[src/rtl/tanh_act_pkg.sv]
// Shared constants for the 4-bit activation stages: output width and signed clip bounds.
package tanh_act_pkg;

  localparam int unsigned ACT_W   = 4;
  localparam int          SAT_MIN = -8;
  localparam int          SAT_MAX = 7;

endpackage

[src/rtl/tanh_sat_counter.sv]
// Saturating event counter with synchronous clear; clear has priority over increment.
module tanh_sat_counter #(
  parameter int unsigned CNT_W = 16
) (
  input  logic             clk,
  input  logic             rst_n,
  input  logic             inc,
  input  logic             clr,
  output logic [CNT_W-1:0] count
);

  always_ff @(posedge clk or negedge rst_n) begin
    if (!rst_n) begin
      count <= '0;
    end else if (clr) begin
      count <= '0;
    end else if (inc && !(&count)) begin
      count <= count + CNT_W'(1);
    end
  end

endmodule

[src/rtl/tanh_prequant_4bit.sv]
// Two-stage pre-quantiser feeding the 4-bit tanh stage: S1 rounds and shifts, S2 clips to 4 bits.
module tanh_prequant_4bit
  import tanh_act_pkg::*;
#(
  parameter int unsigned IN_W  = 16,
  parameter int unsigned SHIFT = 4,
  parameter int unsigned CNT_W = 16
) (
  input  logic                   clk,
  input  logic                   rst_n,
  input  logic signed [IN_W-1:0] in_data,
  input  logic                   in_valid,
  output logic                   in_ready,
  output logic [ACT_W-1:0]       Out1,
  output logic                   out_valid,
  input  logic                   out_ready,
  output logic                   out_sat,
  input  logic                   sat_clr,
  output logic [CNT_W-1:0]       sat_count
);

  localparam int unsigned SW = IN_W + 1;
  localparam logic signed [SW-1:0] RND =
    (SHIFT == 0) ? '0 : (SW'(1) << ((SHIFT == 0) ? 0 : SHIFT - 1));
  localparam logic signed [SW-1:0] LO = SW'(SAT_MIN);
  localparam logic signed [SW-1:0] HI = SW'(SAT_MAX);

  logic                   s1_valid;
  logic signed [SW-1:0]   s1_r;
  logic signed [SW-1:0]   sum_c;
  logic signed [SW-1:0]   r_c;
  logic [ACT_W-1:0]       q_c;
  logic                   sat_c;
  logic                   s1_load;
  logic                   s2_load;

  // Handshake: a stage loads when empty or when its occupant moves on this cycle.
  assign s2_load  = s1_valid && (!out_valid || out_ready);
  assign in_ready = !s1_valid || !out_valid || out_ready;
  assign s1_load  = in_valid && in_ready;

  // One extra bit of headroom keeps the rounding add from overflowing.
  always_comb begin
    sum_c = {in_data[IN_W-1], in_data} + RND;
    r_c   = sum_c >>> SHIFT;
  end

  always_comb begin
    q_c   = s1_r[ACT_W-1:0];
    sat_c = 1'b0;
    if (s1_r < LO) begin
      q_c   = ACT_W'(SAT_MIN);
      sat_c = 1'b1;
    end else if (s1_r > HI) begin
      q_c   = ACT_W'(SAT_MAX);
      sat_c = 1'b1;
    end
  end

  always_ff @(posedge clk or negedge rst_n) begin
    if (!rst_n) begin
      s1_valid <= 1'b0;
      s1_r     <= '0;
    end else begin
      s1_valid <= s1_load || (s1_valid && !s2_load);
      if (s1_load) s1_r <= r_c;
    end
  end

  always_ff @(posedge clk or negedge rst_n) begin
    if (!rst_n) begin
      out_valid <= 1'b0;
      Out1      <= '0;
      out_sat   <= 1'b0;
    end else begin
      out_valid <= s2_load || (out_valid && !out_ready);
      if (s2_load) begin
        Out1    <= q_c;
        out_sat <= sat_c;
      end
    end
  end

  tanh_sat_counter #(
    .CNT_W(CNT_W)
  ) u_sat_counter (
    .clk  (clk),
    .rst_n(rst_n),
    .inc  (out_valid && out_ready && out_sat),
    .clr  (sat_clr),
    .count(sat_count)
  );

endmodule

[config.mk]
export PLATFORM = sky130hd
export DESIGN_NAME = tanh_prequant_4bit
export DESIGN_NICKNAME = d
export VERILOG_FILES = /design/src/rtl/tanh_act_pkg.sv /design/src/rtl/tanh_sat_counter.sv /design/src/rtl/tanh_prequant_4bit.sv
export SDC_FILE = /design/constraint.sdc
export NUM_CORES = 1
export LEC_CHECK = 0
export CAP_MARGIN = 20
export CORE_ASPECT_RATIO = 0.8
export CORE_MARGIN = 1.5
export CORE_UTILIZATION = 23
export CTS_CLUSTER_SIZE = 40
export DETAILED_ROUTE_END_ITERATION = 8
export PLACE_DENSITY_LB_ADDON = 0.08
export SLEW_MARGIN = 20
export SYNTH_ARGS = -nofsm -noshare
export SYNTH_HDL_FRONTEND = slang
export SYNTH_HIERARCHICAL = 1
export SYNTH_SLANG_ARGS = --single-unit
[constraint.sdc]
create_clock -name clk -period 1.8 [get_ports clk]
set_clock_uncertainty 0.05 [all_clocks]
set_input_delay 0.18 -clock clk [delete_from_list [all_inputs] [get_ports clk]]
set_output_delay 0.18 -clock clk [all_outputs]
set_load 0.05 [all_outputs]
==> load_flow_metrics.sql <==
INSERT INTO impl_metrics (metric_group, metric, value, unit) VALUES
('finish', 'drive_above_1_share', '25.48', '%'),
('clocking', 'clkSlewWorstSetupHoldPaths', '70', 'ps'),
('pwr', 'internal_power', '1411', 'uW'),
('route', 'detail-route-antenna-nets', '0', ''),
('sta', 'final.hold.worst_slack', '336.4', 'ps'),
('sta', 'worst_relative_slew_slack', '66.40', '%'),
('floorplan', 'floorplan.die.height', '84.92', 'um'),
('pwr', 'leak_pwr', '0.001110', 'uW'),
('pwr', 'worst_ir_drop_vdd', '409.7', 'uV'),
('sta', 'timing_hold_violations_final', '0', ''),
('job', 'max-cap-violations', '0', ''),
('status', 'status', 'finished, final reports clean', ''),
('route', 'drt_iter0_drc', '61', ''),
('floorplan', 'std_cell_rows', '29', ''),
('route', 'post_drt_via_cell_ratio', '4.480', ''),
('pwr', 'power.share.combinational', '22.5', '%'),
('critical_path', 'arrival_time_reported_for_the_critical_path_endpoint', '1890', 'ps'),
('synthesis', 'mappedNetlistArea', '0.001929', 'mm2'),
('synthesis', 'number_of_distinct_library_cells_after_synthesis', '43', ''),
('finish', 'area_growth', '38.98', '%'),
('clocking', 'cts-root-to-sink-buffers', '2', ''),
('floorplan', 'design.die.area', '0.008951', 'mm2'),
('sta', 'fmax', '575.8', 'MHz'),
('finish', 'antenna-diode-count', '0', ''),
('sta', 'timing.final.max_slew_violations', '0', ''),
('grt', 'antenna_violations_before_repair', '0', ''),
('route', 'drc_errors', '0', ''),
('place', 'dpl.hpwl', '3.705', 'mm'),
('grt', 'grt.overflow.total', '0', ''),
('route', 'drt-wirelength-per-cell', '13.49', 'um'),
('finish', 'finalInstanceArea', '0.002681', 'mm2'),
('floorplan', 'core_region_area', '0.008019', 'mm2'),
('clocking', 'cts_inserted_buffers', '5', ''),
('clocking', 'htree_levels', '2', ''),
('floorplan', 'die_width', '105.4', 'um'),
('route', 'vias', '1644', ''),
('sta', 'min_period_over_period', '96.49', '%'),
('grt', 'grt_pass1_wl', '8.121', 'mm'),
('place', 'io_buffers', '40', ''),
('grt', 'grt_use_total', '11.63', '%'),
('route', 'drt-total-wl', '4.949', 'mm'),
('pwr', 'p_switching', '621.8', 'uW'),
('pwr', 'pwr-share-clk', '30.9', '%'),
('clocking', 'tritoncts', 'done', ''),
('grt', 'vias_in_the_first_global_route', '1603', ''),
('synthesis', 'yosys_warnings', '6', ''),
('floorplan', 'num_io_pins', '44', ''),
('route', 'drt_pre_antenna_iters', '4', ''),
('clocking', 'clock_sinks', '36', ''),
('worst_hold_path', 'hold_path_class', 'input port to asynchronous set/reset pin', ''),
('place', 'placedInstanceArea', '0.002569', 'mm2'),
('critical_path', 'critical_path.startpoint_type', 'flip-flop', ''),
('sta', 'setup-violations-final', '0', ''),
('sta', 'worst_pin_slew', '502.5', 'ps'),
('synthesis', 'synth_nets', '224', ''),
('critical_path', 'worst-endpoint-required', '1950', 'ps'),
('pwr', 'cellPowerDensity', '758.3', 'mW/mm2'),
('critical_path', 'worst-setup-path-type', 'flip-flop to flip-flop', ''),
('sta', 'finalCriticalPeriod', '1737', 'ps'),
('clocking', 'ctsRootBufferMaster', 'sky130_fd_sc_hd__clkbuf_8', ''),
('floorplan', 'starting_density_of_the_core', '24.06', '%'),
('critical_path', 'setup.worst_path.end_class', 'flip-flop', ''),
('synthesis', 'synth.yosys.seq_area_share', '46.69', '%'),
('finish', 'nets', '282', ''),
('grt', 'largest_net_degree_at_the_start_of_global_routing', '25', ''),
('synthesis', 'synth_cells', '201', ''),
('critical_path', 'critical_path_peak_fanout', '7', ''),
('synthesis', 'ys_ff_latch', '36', ''),
('place', 'gp_congestion', '0.7361', ''),
('sta', 'rsz0062_at_grt', 'false', ''),
('pwr', 'power_switching_share', '30.58', '%'),
('finish', 'mostFrequentLayoutCells', '29 x sky130_fd_sc_hd__nand2_1, 25 x sky130_fd_sc_hd__clkdlybuf4s50_1, 23 x sky130_fd_sc_hd__dfrtp_1, 23 x sky130_fd_sc_hd__buf_4, 18 x sky130_fd_sc_hd__o21ai_0', ''),
('finish', 'mostFrequentLayoutCell', 'sky130_fd_sc_hd__nand2_1', ''),
('pwr', 'p_seq_share', '46.6', '%'),
('synthesis', 'avgSynthCellArea', '9.599', 'um2'),
('clocking', 'worst_skew_pair.late_latency', '280', 'ps');
-- sequential cells by signal, indices dropped and copies added (netlist names) --
register / count
u_sat_counter/count: 16
s1_r: 13
Out1: 4
out_sat: 1
out_valid: 1
s1_valid: 1
-- timing repair --
action                                  in CTS  in global routing
hold buffers                                 1                  0
endpoints found under the setup margin       1                  3
gates resized for setup                      1                  3
hold endpoints to repair                    18                  0
setup buffers                                0                  0
-- worst max-delay path: stages, from the launching register on --
cell and delay (ps):
sky130_fd_sc_hd__dfrtp_2 400, sky130_fd_sc_hd__and3_4 210, sky130_fd_sc_hd__and4_4 270, sky130_fd_sc_hd__nand3_4 110, sky130_fd_sc_hd__or4_1 470, sky130_fd_sc_hd__a21oi_1 150
-- final cells by class --
cell class,count,area (um2)
timing repair buffer,55,511.7
sequential,36,917.1
tap,108,135.1
clock buffer,7,96.34
multi-input combinational,158,1010
fill,845,5338
inverter,3,11.26
-- kinds of logic after synthesis --
logic type	synth area share [%]
and+or+nand+nor	28.40
AOI/OAI and AO/OA	13.10
adders and majority gates	1.297
DFF	46.69
muxes	3.566
xor gates and xnor gates	5.447
buffers and inverters	1.492
-- power by group through the flow --
stage | clock network (uW) | registers [uW] | logic (uW)
after floorplan | 0 | 1070 | 152
after global placement | 0 | 963 | 460
after detailed placement | 0 | 960 | 461
after CTS | 667 | 946 | 465
after global routing | 697 | 961 | 502
final | 629 | 947 | 457
-- synth_stat cells, drive strengths merged --
cell type / n / area [um2]
dfrtp: 36 / 900.9
nand2: 30 / 112.6
o21ai: 19 / 98.85
nor2: 13 / 48.80
nand3: 10 / 67.57
a21oi: 8 / 40.04
nor3: 8 / 51.30
nand2b: 6 / 37.54
nand4: 6 / 50.04
xnor2: 6 / 52.55
xor2: 6 / 52.55
a31oi: 4 / 25.02
and3: 4 / 27.52
mux2: 4 / 48.79
nor4: 4 / 37.53
o31ai: 4 / 30.03
or3: 4 / 25.02
and2: 3 / 18.77
and4: 3 / 28.78
inv: 3 / 11.26
buf: 2 / 10.01
clkbuf: 2 / 7.510
ha: 2 / 25.02
mux2i: 2 / 20.02
nor2b: 2 / 12.51
or4: 2 / 15.01
a21boi: 1 / 11.26
a2bb2oi: 1 / 8.760
nand3b: 1 / 7.510
nor3b: 1 / 7.510
o2111ai: 1 / 15.01
o211ai: 1 / 7.510
o21bai: 1 / 7.510
o41ai: 1 / 8.760
-- stage by stage --
| stage | TNS (ps) | power (uW) | instances | setup slack (ps) | utilization, % |
|---|---|---|---|---|---|
| 2_1_floorplan | -44.74 | 1219 | 201 | -23.42 | - |
| 3_3_place_gp | -733.8 | 1422 | 359 | -162.9 | 32.03 |
| 3_5_place_dp | -867.3 | 1421 | 359 | -196.9 | 32.03 |
| 4_1_cts | 0 | 2077 | 367 | 2.905 | 33.34 |
| 5_1_grt | 0 | 2160 | 367 | 0.9455 | 33.44 |
| 6_report | 0 | 2033 | 367 | 63.14 | 33.44 |
-- routing by layer --
| metal | part of all wire [%] | global-route usage [%] | wire length (um) |
|---|---|---|---|
| met1 | 55 | 18.03 | 2727 |
| met2 | 40 | 15.27 | 1958 |
| met3 | 4.4 | 3.303 | 219 |
| met4 | 0.89 | 3.362 | 44 |
| met5 | 0 | 0 | 0 |
-- final timing paths --
path | end | cells past startpoint | slack [ps] | start
max | u_sat_counter/count[15] | 5 | 60 | out_valid
min | u_sat_counter/count[0] | 2 | 340 | rst_n
max reg2reg | u_sat_counter/count[15] | 5 | 60 | out_valid
min reg2reg | s1_r[1] | 2 | 450 | s1_r[1]
max in group asynchronous | u_sat_counter/count[10] | 3 | 890 | rst_n
min in group clk | s1_r[1] | 2 | 450 | s1_r[1]
Note: power is estimated with default switching activity, not from simulation.
==> RTL edit: new RTL, same flow settings <==
`CNT_W` is set to 16 in 2 places; all go to 32.
--- a/src/rtl/tanh_sat_counter.sv
+++ b/src/rtl/tanh_sat_counter.sv
@@ -1,6 +1,6 @@
 // Saturating event counter with synchronous clear; clear has priority over increment.
 module tanh_sat_counter #(
-  parameter int unsigned CNT_W = 16
+  parameter int unsigned CNT_W = 32
 ) (
   input  logic             clk,
   input  logic             rst_n,
--- a/src/rtl/tanh_prequant_4bit.sv
+++ b/src/rtl/tanh_prequant_4bit.sv
@@ -4,7 +4,7 @@
 #(
   parameter int unsigned IN_W  = 16,
   parameter int unsigned SHIFT = 4,
-  parameter int unsigned CNT_W = 16
+  parameter int unsigned CNT_W = 32
 ) (
   input  logic                   clk,
   input  logic                   rst_n,
Interface: changed (resized sat_count); port bits go from 44 to 60. The function was not compared with the original's and may differ.
==> RTL edit against the unedited design <==
- the flow now finishes with violations (negative setup slack)
- synthesized area grew 49%
- fmax shrank 13%
- sequential share of layout area shrank 4.3 points
- synthesized cell count grew 47%
- die area grew 47%
- first-iteration DRC count grew 39%
- final area grew 67%
- routed wire length grew 70%
- worst setup slack lost 0.26 ns
- critical path depth grew 3
- power grew 50%
- critical endpoint is now u_sat_counter/count[25]
- largest cell class unchanged
- sequential cell count grew 16
==> RTL edit: results (changes against the unedited design) <==
| Metric | Value |
|---|---|
| Placed inst area | `4080 sq um (+59%)` |
| Number of global-route vias before repair | `2628 (+64%)` |
| Global-route wire length before repair | `13.7 mm (+69%)` |
| Crit path capture | `u_sat_counter/count[25]` |
| Sequential cell area share | `29.9% (-4.3 points)` |
| CP peak stage delay | `0.40 ns (-0.07 ns)` |
| Initial DRC Count | `85 (+39%)` |
| Switch share | `28.0% (-2.6 points)` |
| Worst setup margin | `-0.194 ns (-0.257 ns)` |
| RD Place Congestion | `0.732 (-0.50%)` |
| Failing checks | `negative setup slack` |
| Worst-Margin Slew | `0.509 ns (+0.00601 ns)` |
| Final setup fails | `31 (+31)` |
| Fillers | `1253 (+48%)` |
| Final HPWL DP | `6.15 mm (+66%)` |
| Reg-to-reg startpoint | `u_sat_counter/count[1]` |
| Post-synthesis cell count | `296 (+47%)` |
| Tot GR Track Use | `13.3% (+1.7 points)` |
| Status | `finished with violations` |
| Num sequential | `52 (+44%)` |
| Sequential fraction of the synthesis area | `45.3% (-1.4 points)` |
| Via/cell ratio | `4.55 (+1.5%)` |
| Worst slack at placement | `-0.350 ns (-0.153 ns)` |
| Clk root buf | `clkbuf_16` |
| Post-CTS setup buffer count | `1 (+1)` |
| Dpl cells | `575 (+60%)` |
| Combinational Power Share | `19.6% (-2.9 points)` |
| Comb power | `0.000596 W (+30%)` |
| Largest delay share family, worst path | `flip-flops` |
| ClkCell Share | `3.97% (+0.38 points)` |
| Netlist cell types | `48 (+12%)` |
| Top flop regs | `u_sat_counter/count (32), s1_r (13), Out1 (4)` |
| Nonclk inv count | `7 (+4)` |
| Post-cts resize count | `21 (+20)` |
| Largest net degree at the start of global routing | `53 (+110%)` |
| Data buffer area share | `23.4% (+4.3 points)` |
| Signal buffers | `122 (+120%)` |
| Critical path arrival | `2.13 ns (+0.24 ns)` |
| Fin Hold WS | `0.363 ns (+0.0264 ns)` |
| Non-filler cells, final | `587 (+60%)` |
| Final setup TNS | `-3.42 ns (-3.42 ns)` |
| Reg power frac | `42.9% (-3.7 points)` |
| Port Buf Inserts | `56 (+40%)` |
| Finished layout cell area | `4480 sq um (+67%)` |
| Synth top area cells | `dfrtp_1, nand2_1, or4_1` |
| Area occupied by multi-input gates | `1670 sq um (+65%)` |
| VDD IR max | `0.000525 V (+28%)` |
| Share of layout cells above drive strength 1 | `43.5% (+18 points)` |
| Core Region | `12200 sq um (+52%)` |
## RTL edit: layer usage
metal  vias to the layer above  GRT usage [%]  share of wire, %
met4                         0           2.85              0.53
met3                         5           2.65               3.2
met2                        42           19.7                42
li1                       1340              -                 -
met1                      1281           20.0                54
met5                         -              0                 0
## RTL edit: kinds of logic (layout without fill, tap and decap cells)
| kind of cell | Yosys count | count (layout) | synth area share [%] |
|---|---|---|---|
| and+or+nand+nor | 136 | 136 | 28.5 |
| AOI/OAI and AO/OA | 66 | 66 | 14.8 |
| DFF | 52 | 52 | 45.3 |
| xor gates and xnor gates | 19 | 19 | 5.79 |
| buffers and inverters | 17 | 137 | 3.13 |
| muxes | 4 | 4 | 1.65 |
| adders and majority gates | 2 | 2 | 0.870 |
## RTL edit: worst min-delay path, cell delays in order
cell and delay, ns:
dlygate4sd3_1 0.52, buf_2 0.12, buf_12 0.27
